`src/rtl/fetch_stage.sv`:
```
// Instruction-fetch stage: owns the PC, drives the instruction memory address,
// and registers the fetched word toward decode over a valid/ready handshake.
module fetch_stage #(
  parameter logic [31:0] RESET_PC   = 32'h0000_0000,
  parameter int          IMEM_WORDS = 64
) (
  input  logic        clk,
  input  logic        reset,
  input  logic        en,
  output logic [31:0] imem_a,
  input  logic [31:0] imem_rd,
  input  logic        redirect_valid,
  input  logic [31:0] redirect_pc,
  output logic        id_valid,
  input  logic        id_ready,
  output logic [31:0] id_instr,
  output logic [31:0] id_pc,
  output logic [31:0] id_pc_plus4,
  output logic        fault
);

  typedef enum logic [1:0] {
    BOOT  = 2'd0,
    RUN   = 2'd1,
    FAULT = 2'd2
  } state_t;

  localparam logic [31:0] PC_INIT  = RESET_PC & ~32'h3;
  localparam logic [29:0] WORD_LIM = 30'(IMEM_WORDS);

  state_t      state;
  state_t      state_nx;
  logic [31:0] pc;
  logic [31:0] pc_plus4;
  logic        in_range;
  logic        can_issue;
  logic        fire;
  logic        oor;

  assign pc_plus4  = pc + 32'd4;
  assign in_range  = (pc[31:2] < WORD_LIM);
  assign can_issue = en && (!id_valid || id_ready)
                     && !redirect_valid;
  assign imem_a    = pc;

  always_ff @(posedge clk or posedge reset) begin
    if (reset) begin
      state <= BOOT;
    end else begin
      state <= state_nx;
    end
  end

  always_comb begin
    state_nx = state;
    if (redirect_valid) begin
      state_nx = RUN;
    end else begin
      case (state)
        BOOT:    state_nx = RUN;
        RUN:     state_nx = oor ? FAULT : RUN;
        FAULT:   state_nx = FAULT;
        default: state_nx = BOOT;
      endcase
    end
  end

  always_comb begin
    fire  = 1'b0;
    oor   = 1'b0;
    fault = 1'b0;
    case (state)
      RUN: begin
        fire = can_issue && in_range;
        oor  = can_issue && !in_range;
      end
      FAULT:   fault = 1'b1;
      default: ;
    endcase
  end

  // Redirect wins over everything, including a pending stall.
  always_ff @(posedge clk or posedge reset) begin
    if (reset) begin
      pc <= PC_INIT;
    end else if (redirect_valid) begin
      pc <= redirect_pc & ~32'h3;
    end else if (fire) begin
      pc <= pc_plus4;
    end
  end

  always_ff @(posedge clk or posedge reset) begin
    if (reset) begin
      id_valid <= 1'b0;
    end else if (redirect_valid) begin
      id_valid <= 1'b0;
    end else if (fire) begin
      id_valid <= 1'b1;
    end else if (id_ready) begin
      id_valid <= 1'b0;
    end
  end

  always_ff @(posedge clk or posedge reset) begin
    if (reset) begin
      id_instr    <= '0;
      id_pc       <= '0;
      id_pc_plus4 <= '0;
    end else if (fire) begin
      id_instr    <= imem_rd;
      id_pc       <= pc;
      id_pc_plus4 <= pc_plus4;
    end
  end

endmodule

```
`config.mk`:
```
export PLATFORM = sky130hd
export DESIGN_NAME = fetch_stage
export DESIGN_NICKNAME = d
export VERILOG_FILES = /design/src/rtl/fetch_stage.sv
export SDC_FILE = /design/constraint.sdc
export NUM_CORES = 1
export LEC_CHECK = 0
export BUFFER_PORTS_ARGS = -buffer_cell sky130_fd_sc_hd__clkbuf_2
export CAP_MARGIN = 20
export CELL_PAD_IN_SITES_DETAIL_PLACEMENT = 1
export CELL_PAD_IN_SITES_GLOBAL_PLACEMENT = 1
export CORE_UTILIZATION = 37
export DETAILED_ROUTE_END_ITERATION = 10
export HOLD_SLACK_MARGIN = 0.15
export PLACE_DENSITY_LB_ADDON = 0.1
export SETUP_SLACK_MARGIN = 0.1
export SLEW_MARGIN = 0
export SYNTH_ARGS = -nofsm -noshare
export SYNTH_HDL_FRONTEND = slang
export SYNTH_SLANG_ARGS = --single-unit
```
`constraint.sdc`:
```
create_clock -name clk -period 4.5 [get_ports clk]
set_input_delay 0.9 -clock clk [delete_from_list [all_inputs] [get_ports clk]]
set_output_delay 0.9 -clock clk [all_outputs]
set_load 0.05 [all_outputs]
```
Yosys cells after proc, flatten, opt, wreduce, memory -nomap -nowiden
Cells that the tools add are included.
Widths: inputs -> output; s select.
{"block": "totals", "out_inout_bits": 130, "regBits": 131, "inputBits": 69, "elab_cells": 32}
{"block": "classes", "addsub": 1, "eq_ne": 2, "mux": 11, "order_cmp": 1, "reduce_logical": 11}
{"op": "$mux 32", "n": 2}
{"op": "$add 32x3->32 const B", "n": 1}
{"op": "$lt 30x7->1 const B", "n": 1}
{"op": "$mux 1", "n": 6}
{"op": "$pmux 2 s3", "n": 1}
{"op": "$logic_and 1x1->1", "n": 4}
{"op": "$mux 2", "n": 2}
{"op": "$logic_not 1->1", "n": 3}
{"op": "$reduce_bool 3->1", "n": 1}
{"op": "$eq 2x1->1 const B", "n": 1}
{"op": "$eq 2x2->1 const B", "n": 1}
{"op": "$logic_not 2->1", "n": 1}
{"op": "$reduce_bool 2->1", "n": 1}
{"op": "$logic_or 1x1->1", "n": 1}

Depth between registers and ports, before layout
Gate-level depths: netlist of the first run.
{"block": "logic_depth", "ltp_word": 9, "mapped_depth": 7, "ltp_nobuf": 5}

Worst setup path before layout of the first run
No wires, ideal clock.
{"block": "synth_timing", "kind": "input port to flip-flop", "startpoint": "input port redirect_valid", "endpoint": "register id_instr[20]", "path_slack_ps": 2147, "path_stages": 6, "arrival_ps": 2225, "setup_ps": 128, "path_cell_list": "clkbuf_1 -> nor2b_1 -> nand3_1 -> nor3_4 -> buf_2 -> mux2_1"}
{"block": "synth_via", "elab_chain_cells": 4}
{"element": "start, declared", "line": "12", "rtl": "input logic redirect_valid,"}
{"element": "$logic_not 1->1", "line": "43", "rtl": "&& !redirect_valid;"}
{"element": "$logic_and 1x1->1", "line": "43"}
{"element": "$logic_and 1x1->1", "line": "74", "rtl": "fire = can_issue && in_range;"}
{"element": "$mux 1", "line": "72", "rtl": "case (state)"}
{"element": "end signal, assigned", "line": "111", "rtl": "id_instr <= imem_rd;"}
{"element": "end, declared", "line": "16", "rtl": "output logic [31:0] id_instr,"}
No other way between the ends.
A chain may end at the register's enable or synchronous reset.

Final worst setup path of the first run
{"block": "layout_timing", "startpoint": "register pc[13], in the netlist imem_a[13]", "endpoint": "register id_instr[14]"}
{"block": "layout_via", "elab_chain_cells": 3}
{"element": "start, declared", "line": "33", "rtl": "logic [31:0] pc;"}
{"element": "start signal, assigned", "line": "87", "rtl": "pc <= redirect_pc & ~32'h3;"}
{"element": "start signal, assigned", "line": "89", "rtl": "pc <= pc_plus4;"}
{"element": "$lt 30x7->1", "line": "41", "rtl": "assign in_range = (pc[31:2] < WORD_LIM);"}
{"element": "$logic_and 1x1->1", "line": "74"}
{"element": "$mux 1", "line": "72"}
No other way between the ends.

==> results of run 1 <==
layer usage:
layer | track usage [%] | routed length (µm) | part of all wire, %
met1 | 22.1 | 4600 | 42
met2 | 29.5 | 5460 | 50
met3 | 6.78 | 867 | 7.9
met4 | 6.49 | 101 | 0.92
met5 | 0 | 0 | 0
sequential cells by signal, summed over array words and instances (netlist names):
name         count
id_instr        32
state            2
id_pc           30
id_valid         1
imem_a          30
id_pc_plus4     30
cells in the final DEF (no fill, tap or decap), drive strengths merged:
| cell type | synthesis | final |
|---|---|---|
| nand2b | 1 | 1 |
| nor2b | 51 | 51 |
| clkinv | 0 | 1 |
| nand2 | 1 | 1 |
| buf | 15 | 6 |
| clkbuf | 5 | 216 |
| bufinv | 0 | 4 |
| o31ai | 2 | 2 |
| mux2 | 67 | 67 |
| o22ai | 1 | 1 |
| a31oi | 4 | 4 |
| dfrtp | 125 | 125 |
| inv | 2 | 2 |
| or4 | 2 | 2 |
| conb | 1 | 6 |
| xnor2 | 3 | 3 |
| o21bai | 1 | 1 |
| nor4 | 5 | 5 |
| and3 | 3 | 3 |
| nor2 | 4 | 4 |
| and4 | 1 | 1 |
| a221o | 5 | 5 |
| a21oi | 2 | 2 |
| nor3 | 2 | 2 |
| nand4 | 2 | 2 |
| and2 | 4 | 4 |
| ha | 1 | 1 |
| nand3 | 5 | 5 |
| xor2 | 2 | 2 |
cell type report:
cell class	count	area, µm²
clock buffer	26	529
clock inverter	5	125
fill	1317	5690
inverter	2	10.0
multi-input combinational	175	1450
sequential	125	3130
tap	168	210
timing repair buffer	196	1020
where the power goes:
part | internal, W | switching (W) | total [W]
clock network | 0.00103 | 0.000463 | 0.00149
logic | 0.0000752 | 0.000176 | 0.000251
registers | 0.00115 | 0.0000307 | 0.00118
kinds of logic (layout without fill, tap and decap cells):
family | after synthesis | after routing | share of synthesized area [%]
other cells | 1 | 6 | 0.0801
compound gates | 15 | 15 | 2.43
xor+xnor | 5 | 5 | 0.935
simple gates | 81 | 81 | 10.7
mux | 67 | 67 | 16.1
fa+ha+maj | 1 | 1 | 0.267
flops | 125 | 125 | 66.8
buf+inv | 22 | 229 | 2.70
critical path, delay by kind of cell (launching register included):
family                 cells  cell delay, ps
buffers and inverters      1             670
DFF                        1             390
muxes                      1             400
and+or+nand+nor            3            1100
per-stage QoR:
step / std cells / setup slack, ps / power, W / hold slack [ps] / instance area (µm²)
5_1_grt: 697 / 1470 / 0.00303 / 492 / 6470
6_report: 697 / 1760 / 0.00293 / 481 / 6470
3_5_place_dp: 665 / 1640 / 0.00146 / 475 / 5790
2_1_floorplan: 322 / 272 / 0.00138 / 454 / 4700
3_3_place_gp: 665 / 1700 / 0.00145 / 467 / 5790
4_1_cts: 696 / 1720 / 0.00297 / 487 / 6440
path summary, 6_finish.rpt:
path                                   endpoint  slack, ps  depth (start not counted)
worst max-delay path               id_instr[14]       1760                          5
worst min-delay path               id_instr[16]        480                          1
worst max register to register     id_instr[14]       1760                          5
worst min register to register     id_instr[16]        480                          1
max in group asynchronous           id_instr[7]       3010                          4
min in group asynchronous       id_pc_plus4[28]        490                          2
==> flow_metrics.tcl, run 1 <==
set metrics [dict create \
    status "finished, final reports clean" \
    start_kind "flop" \
    syn-cell-area_um2 4680 \
    setup_viol 0 \
    synth_edf_count 0 \
    numClockSinks 125 \
    dpl.hpwl_um 7680 \
    crit_type "reg2reg" \
    ios 199 \
    cts_made_buffers 17 \
    antenna_left 0 \
    fmax_ghz 0.365 \
    post-cts-setup-buffers 0 \
    vias_per_cell 4.61 \
    syn_avg_cell_area_um2 14.8 \
    drive_gt1_share_pct 49.1 \
    initial_core_util_pct 38.5 \
    cp-end-kind "flop" \
    areaGrowthSynthToFinish_pct 38.1 \
    utilization_pct 53.2 \
    cts_max_path_buffers 2 \
    crit_arrival_ps 3010 \
    ir_worst_vdd_mv 0.270 \
    antenna_cells 0 \
    cp_slowest_stage_delay_ps 670 \
    yosys.cell_count.top_type "dfrtp_1" \
    die_w_um 115 \
    io_buffers 190 \
    wirelength_um 11000 \
    hold_buffers 0 \
    synth_common_cells "dfrtp_1, nor2b_1, mux2_1" \
    yosysSeqAreaShare_pct 66.8 \
    clk_pin_slew_ps 60 \
    die_y_um 115 \
    rr_startpoint "imem_a[13]" \
    ys.flop_type "dfrtp_1" \
    critPathSlowestCell "buf_4" \
    maxCapViolCount 0 \
    track_usage_pct 18.1 \
    place_congestion 0.681 \
    timing.final.crit_share_pct 60.9 \
    grt_pass1_vias 3481 \
    first_pass_iters 4 \
    relSlewSlack_pct 44.0 \
    drv_slew 0 \
    setup_tns_ps 0 \
    fin_crit_ps 2740 \
    finalHoldViolCount 0 \
    hold_class "reg2reg" \
    cts_resized 0 \
    ys_ff_latch 125 \
    clkLatencyLatePin_ps 400 \
    hp-start "id_instr[16]" \
    ctsRootBufferMaster "clkbuf_16" \
    p_leak_nw 3.59 \
    drc 0 \
    drt-initial-drc-count 141 \
    tightest_slew_ps 840 \
    gr-total-overflow 0 \
    power_density_nw_per_um2 453 \
    routedWlPerCell_um 15.8 \
    ys_top_cells_by_area "dfrtp_1, mux2_1, mux2_2, nor2b_1, buf_4" \
    synth_top_cell_by_area "dfrtp_1" \
    path_cells "nor4_1 -> nand4_1 -> nor3_4 -> buf_4 -> mux2_1" \
    core.rowCount 40 \
    yosysWarnings 0 \
    cts_tree "yes" \
    grt_pass1_wl_um 18000 \
    dieArea_um2 13100 \
    synth.top_cell.area_share_pct 66.8 \
    finalNetCount 587 \
    async_flop_share_pct 100 \
    core_um2 12200 \
    critPathRequiredTime_ps 4770 \
    synth_cell_type_count 30 \
    skew_ps 11.2 \
    htree_levels 4 \
    antenna_found_initial 0 \
    rsz0062_at_grt "false" \
    grt_start_max_net_pins 85 \
    syn_inst 317 \
    crit_path_max_fanout 77 \
    startpoint "imem_a[13]" \
    vias 3216 \
]
Power figures use the tool's default switching activity.
==> inputs of run 2 (changes only) <==
ABC_AREA = 1   (was not set)
CORE_UTILIZATION = 33   (was 37)
clock period = 2.41 ns   (was 4.5 ns; I/O delays follow)
==> run 2 against run 1 <==
Effect of this change: clock power grew 74%; die area grew 24%; combinational power is 120% higher; hold slack got worse by 210 ps; wire length grew 18%; sequential power is 88% higher; sequential share of layout area is 2.9 points lower; fmax is 53% higher; flip-flop and latch count unchanged.
==> flow_metrics.tcl, run 2 <==
set metrics [dict create \
    status "finished, final reports clean" \
    regMostFlops "id_instr" \
    syn-cell-area_um2 5210 \
    dp_cells 904 \
    place_congestion 0.722 \
    multi_input_area_um2 1630 \
    p_leak_nw 3.90 \
    drt-initial-drc-count 167 \
    initial_core_util_pct 34.0 \
    fin_crit_ps 1790 \
    cp-end-kind "flop" \
    timing.final.crit_share_pct 74.3 \
    ys_top_cells_by_area "dfrtp_1, nand2_1, and2_1, o21ai_2, buf_6" \
    final_common_cell "clkbuf_2" \
    maxCapViolCount 0 \
    async_flop_share_pct 100 \
    core_um2 15300 \
    reg2reg_depth 7 \
    clk_pin_slew_ps 60 \
    grt_pass1_vias 4155 \
    setup_tns_ps 0 \
    crit_type "reg2reg" \
    first_pass_iters 4 \
    intPower_w 0.00396 \
    hold_class "in2reg" \
    cts_tree "yes" \
    cts_made_buffers 17 \
    crit_path_max_fanout 50 \
    track_usage_pct 17.1 \
    drive_gt1_share_pct 37.5 \
    wirelength_um 13000 \
    vias 4076 \
    ir_worst_vdd_mv 0.468 \
    post-cts-setup-buffers 0 \
    synth.top_cell.area_share_pct 60.0 \
    synth_cell_type_count 27 \
    critPathRequiredTime_ps 2700 \
    grt_start_max_net_pins 93 \
    antenna_cells 0 \
    die_w_um 128 \
    holdPathStages 3 \
    setup_viol 0 \
    routedWlPerCell_um 13.9 \
    antenna_found_initial 0 \
    grt_pass1_wl_um 21500 \
    postLayoutCellArea_um2 6890 \
    syn_inst 522 \
    drv_slew 0 \
    htree_levels 4 \
    skew_ps 8.23 \
    dieArea_um2 16300 \
    ios 199 \
    die_y_um 128 \
    syn_avg_cell_area_um2 9.99 \
    areaGrowthSynthToFinish_pct 32.1 \
    ctsRootBufferMaster "clkbuf_16" \
    finalHoldViolCount 0 \
    finalNetCount 783 \
    core.rowCount 45 \
    nFillCells 1836 \
    io_buffers 190 \
    antenna_left 0 \
    dpl.hpwl_um 9230 \
    layout_common_cells "clkbuf_2, nand2_1, dfrtp_1" \
    sw_frac_of_total_pct 26.4 \
    largest_reg_flops 32 \
    yosys.cell_count.top_type "nand2_1" \
    start_kind "flop" \
    p_switching_w 0.00142 \
    synth_edf_count 0 \
    crit_arrival_ps 2080 \
    synth_common_cells "nand2_1, dfrtp_1, inv_1" \
    drc 0 \
    register_area_um2 3130 \
    combPwrFrac_pct 10.4 \
    fin_cells 936 \
    rsz0062_at_grt "false" \
    cts_max_path_buffers 2 \
    fin_hold_ws_ps 273 \
    yosysSeqAreaShare_pct 60.0 \
    synth_top_cell_by_area "dfrtp_1" \
    power_density_nw_per_um2 781 \
    numClockSinks 125 \
    ys_ff_latch 125 \
    sequentialPowerShare_pct 41.3 \
    clkLatencyLatePin_ps 410 \
    gr-total-overflow 0 \
    fmax_ghz 0.559 \
    dpl_cell_area_um2 6270 \
    ys.flop_type "dfrtp_1" \
    yosysWarnings 0 \
    p_clk_share_pct 48.3 \
    vias_per_cell 4.35 \
]
## run 2: metal layers
metal	share of wire (%)	global-route usage (%)	routed length [µm]
met2	47	26.5	6100
met4	1.6	7.20	202
met3	5.2	4.13	680
met5	0	0	0
met1	46	22.9	6040
## run 2: final timing paths
check,startpoint,endpoint,slack (ps)
max,imem_a[27],id_pc_plus4[27],620
min,redirect_pc[15],imem_a[15],270
max reg2reg,imem_a[27],id_pc_plus4[27],620
min reg2reg,id_pc[4],id_pc[4],480
max in group asynchronous,reset,id_pc[3],1180
min in group asynchronous,reset,id_pc_plus4[17],610
## run 2: power by group through the flow
stage               Combinational (W)  Sequential, W  Clock [W]
finish                       0.000558        0.00222    0.00260
global route                 0.000618        0.00223    0.00276
CTS                          0.000571        0.00222    0.00267
detailed placement           0.000567        0.00226          0
global placement             0.000558        0.00226          0
floorplan                    0.000221        0.00242          0
## run 2: critical path: stages, from the launching register on
cell and delay, ps:
dfrtp_1 410, nor2_1 130, and2_0 160, nand2_1 100, nor2_2 170, nand3_4 170
buf_4 310, and2_1 210
## run 2: stage by stage
| step | power, W | setup slack (ps) | util [%] |
|---|---|---|---|
| 2_1_floorplan | 0.00264 | 389 | - |
| 4_1_cts | 0.00546 | 612 | 45.0 |
| 3_3_place_gp | 0.00281 | 605 | 41.0 |
| 5_1_grt | 0.00561 | 470 | 45.0 |
| 3_5_place_dp | 0.00283 | 577 | 41.0 |
| 6_report | 0.00538 | 620 | 45.0 |
## run 2: repair_timing
item / 4_1_cts / 5_1_grt
hold buffers: 1 / 0
gates resized for setup: 0 / 0
hold endpoints to repair: 14 / 0
## run 2: layout make-up
cell class,count,share of cell area (%)
Sequential cell,125,45.4
Multi-Input combinational cell,317,23.7
Timing Repair Buffer,198,15.3
Clock buffer,18,6.38
Tap cell,211,3.83
Inverter,54,3.00
Clock inverter,13,2.38
## run 2: kinds of logic after synthesis
group                    Yosys count  share of synthesized area [%]
AO/OA/AOI/OAI                     49                           7.22
XOR/XNOR                           5                          0.840
adder cells (fa/ha/maj)            1                          0.240
buffers and inverters             85                           9.17
flip-flops                       125                           60.0
other                              1                         0.0719
AND/OR/NAND/NOR                  256                           22.5
==> inputs of run 3 (changes only) <==
clock period = 1.6 ns   (was 2.41 ns; I/O delays follow)
==> run 3 against run 2 <==
Effect of this change: hold slack worse by 120 ps; clock skew fell by 0.92 ps; global-route usage is 2.5 points higher; first-iteration DRC count rose by 27%; flip-flop and latch count unchanged; total power increased by 55%; critical path type unchanged.
==> flow_metrics.tcl, run 3 (synthesis gave the netlist of run 2 again) <==
set metrics [dict create \
    finalNetCount 873 \
    antenna_left 0 \
    antenna_cells 0 \
    grt_start_max_net_pins 67 \
    wirelength_um 15800 \
    initial_core_util_pct 34.0 \
    place_congestion 0.708 \
    cp_slowest_stage_delay_ps 400 \
    grt_pass1_vias 4777 \
    critPathSlowestCell "dfrtp_1" \
    timing.final.crit_share_pct 99.5 \
    setup_viol 0 \
    ir_worst_vdd_mv 0.674 \
    path_cells "nor2_2 -> and2_4 -> nand2_4 -> nor2_4 -> nand3_4 -> buf_12 -> buf_16 -> and2_1" \
    fin_cells 1023 \
    drv_slew 0 \
    vias_per_cell 4.43 \
    ios 199 \
    largest_reg_flops 32 \
    power_density_nw_per_um2 1030 \
    reg2reg_depth 8 \
    crit_type "reg2reg" \
    finalHoldViolCount 0 \
    fin_crit_ps 1590 \
    drc 0 \
    clk_pin_slew_ps 50 \
    regMostFlops "id_instr" \
    htree_levels 4 \
    path_depth 8 \
    critPathRequiredTime_ps 1900 \
    clkLatencyLatePin_ps 410 \
    register_area_um2 3130 \
    die_w_um 128 \
    track_usage_pct 19.6 \
    areaGrowthSynthToFinish_pct 55.1 \
    numClockSinks 125 \
    core_um2 15300 \
    crit_path_max_fanout 21 \
    dp_cells 921 \
    critPathBufInv 2 \
    hold_class "in2reg" \
    start_kind "flop" \
    holdPathStages 3 \
    layout_common_cells "clkbuf_2, dfrtp_1, nand2_1" \
    nFillCells 1749 \
    crit_arrival_ps 1890 \
    io_buffers 190 \
    maxCapViolCount 0 \
    first_pass_iters 4 \
    ctsRootBufferMaster "clkbuf_16" \
    cp-end-kind "flop" \
    routedWlPerCell_um 15.5 \
    dieArea_um2 16300 \
    drive_gt1_share_pct 41.3 \
    vias 4530 \
    cts_max_path_buffers 2 \
    rsz0062_at_grt "true" \
    setup_tns_ps 0 \
    postLayoutCellArea_um2 8090 \
    multi_input_area_um2 1750 \
    die_y_um 128 \
    drt-initial-drc-count 212 \
    final_common_cell "clkbuf_2" \
    dpl_cell_area_um2 6410 \
    gr-total-overflow 0 \
    crit_family "simple AND/OR/NAND/NOR gates" \
    skew_ps 7.31 \
    status "finished, final reports clean" \
    dpl.hpwl_um 9330 \
    cts_tree "yes" \
    p_leak_nw 4.46 \
    cts_made_buffers 17 \
    antenna_found_initial 0 \
    core.rowCount 45 \
    grt_pass1_wl_um 24700 \
    fmax_ghz 0.628 \
]
## run 3: layer usage
| layer | part of all wire [%] | global-route usage [%] | wire (µm) | vias up |
|---|---|---|---|---|
| met5 | 0 | 0 | 0 | - |
| met4 | 1.2 | 6.64 | 184 | 0 |
| met3 | 5.0 | 4.22 | 794 | 13 |
| met2 | 50 | 32.6 | 7890 | 135 |
| met1 | 44 | 25.3 | 6960 | 2221 |
| li1 | - | - | - | 2161 |
## run 3: worst paths after layout
kind | slack (ps) | from | endpoint
min in group asynchronous | 580 | reset | id_pc[23]
setup reg to reg | 8 | imem_a[23] | id_pc_plus4[11]
setup / recovery | 8 | imem_a[23] | id_pc_plus4[11]
hold reg to reg | 480 | id_pc[4] | id_pc[4]
hold / removal | 150 | redirect_pc[25] | imem_a[25]
max in group asynchronous | 690 | reset | imem_a[6]
## run 3: repair_timing
| action | 4_1_cts | 5_1_grt |
|---|---|---|
| setup buffers | 8 | 1 |
| cloned | 4 | 7 |
| endpoints found under the setup margin | 136 | 137 |
| endpoints found under the hold margin | 178 | 0 |
| hold buffers | 54 | 0 |
| pin swaps | 4 | 8 |
| gates resized for setup | 44 | 42 |
## run 3: per-stage QoR
stage                     power, W  hold slack [ps]  worst slack (ps)  utilization [%]
after floorplan            0.00398              433              -259                -
after global placement     0.00430              457              18.8             41.9
after detailed placement   0.00432              462             -24.3             41.9
after CTS                  0.00836              151             -13.9             51.3
after global routing       0.00863              158             -58.7             52.8
final                      0.00831              151              8.07             52.8
## run 3: cell type report
class,count,share of cell area [%]
Timing Repair Buffer,288,26.7
Tap cell,211,3.27
Clock buffer,20,5.77
Multi-Input combinational cell,317,21.6
Sequential cell,125,38.7
Inverter,54,2.55
Clock inverter,8,1.45
## run 3: report_power, final
group / switching [W] / leakage [nW] / total (W) / internal (W)
clock network: 0.00133 / 0.289 / 0.00386 / 0.00252
registers: 0.0000817 / 1.69 / 0.00333 / 0.00325
logic: 0.000708 / 2.49 / 0.00113 / 0.000418
total: 0.00212 / 4.46 / 0.00831 / 0.00619
## run 3: worst register-to-register path, cell delays in order, from the launching register on
cell and delay [ps]:
dfrtp_1 400, nor2_2 160, and2_4 170, nand2_4 50
nor2_4 110, nand3_4 120, buf_12 170, buf_16 160
and2_1 150
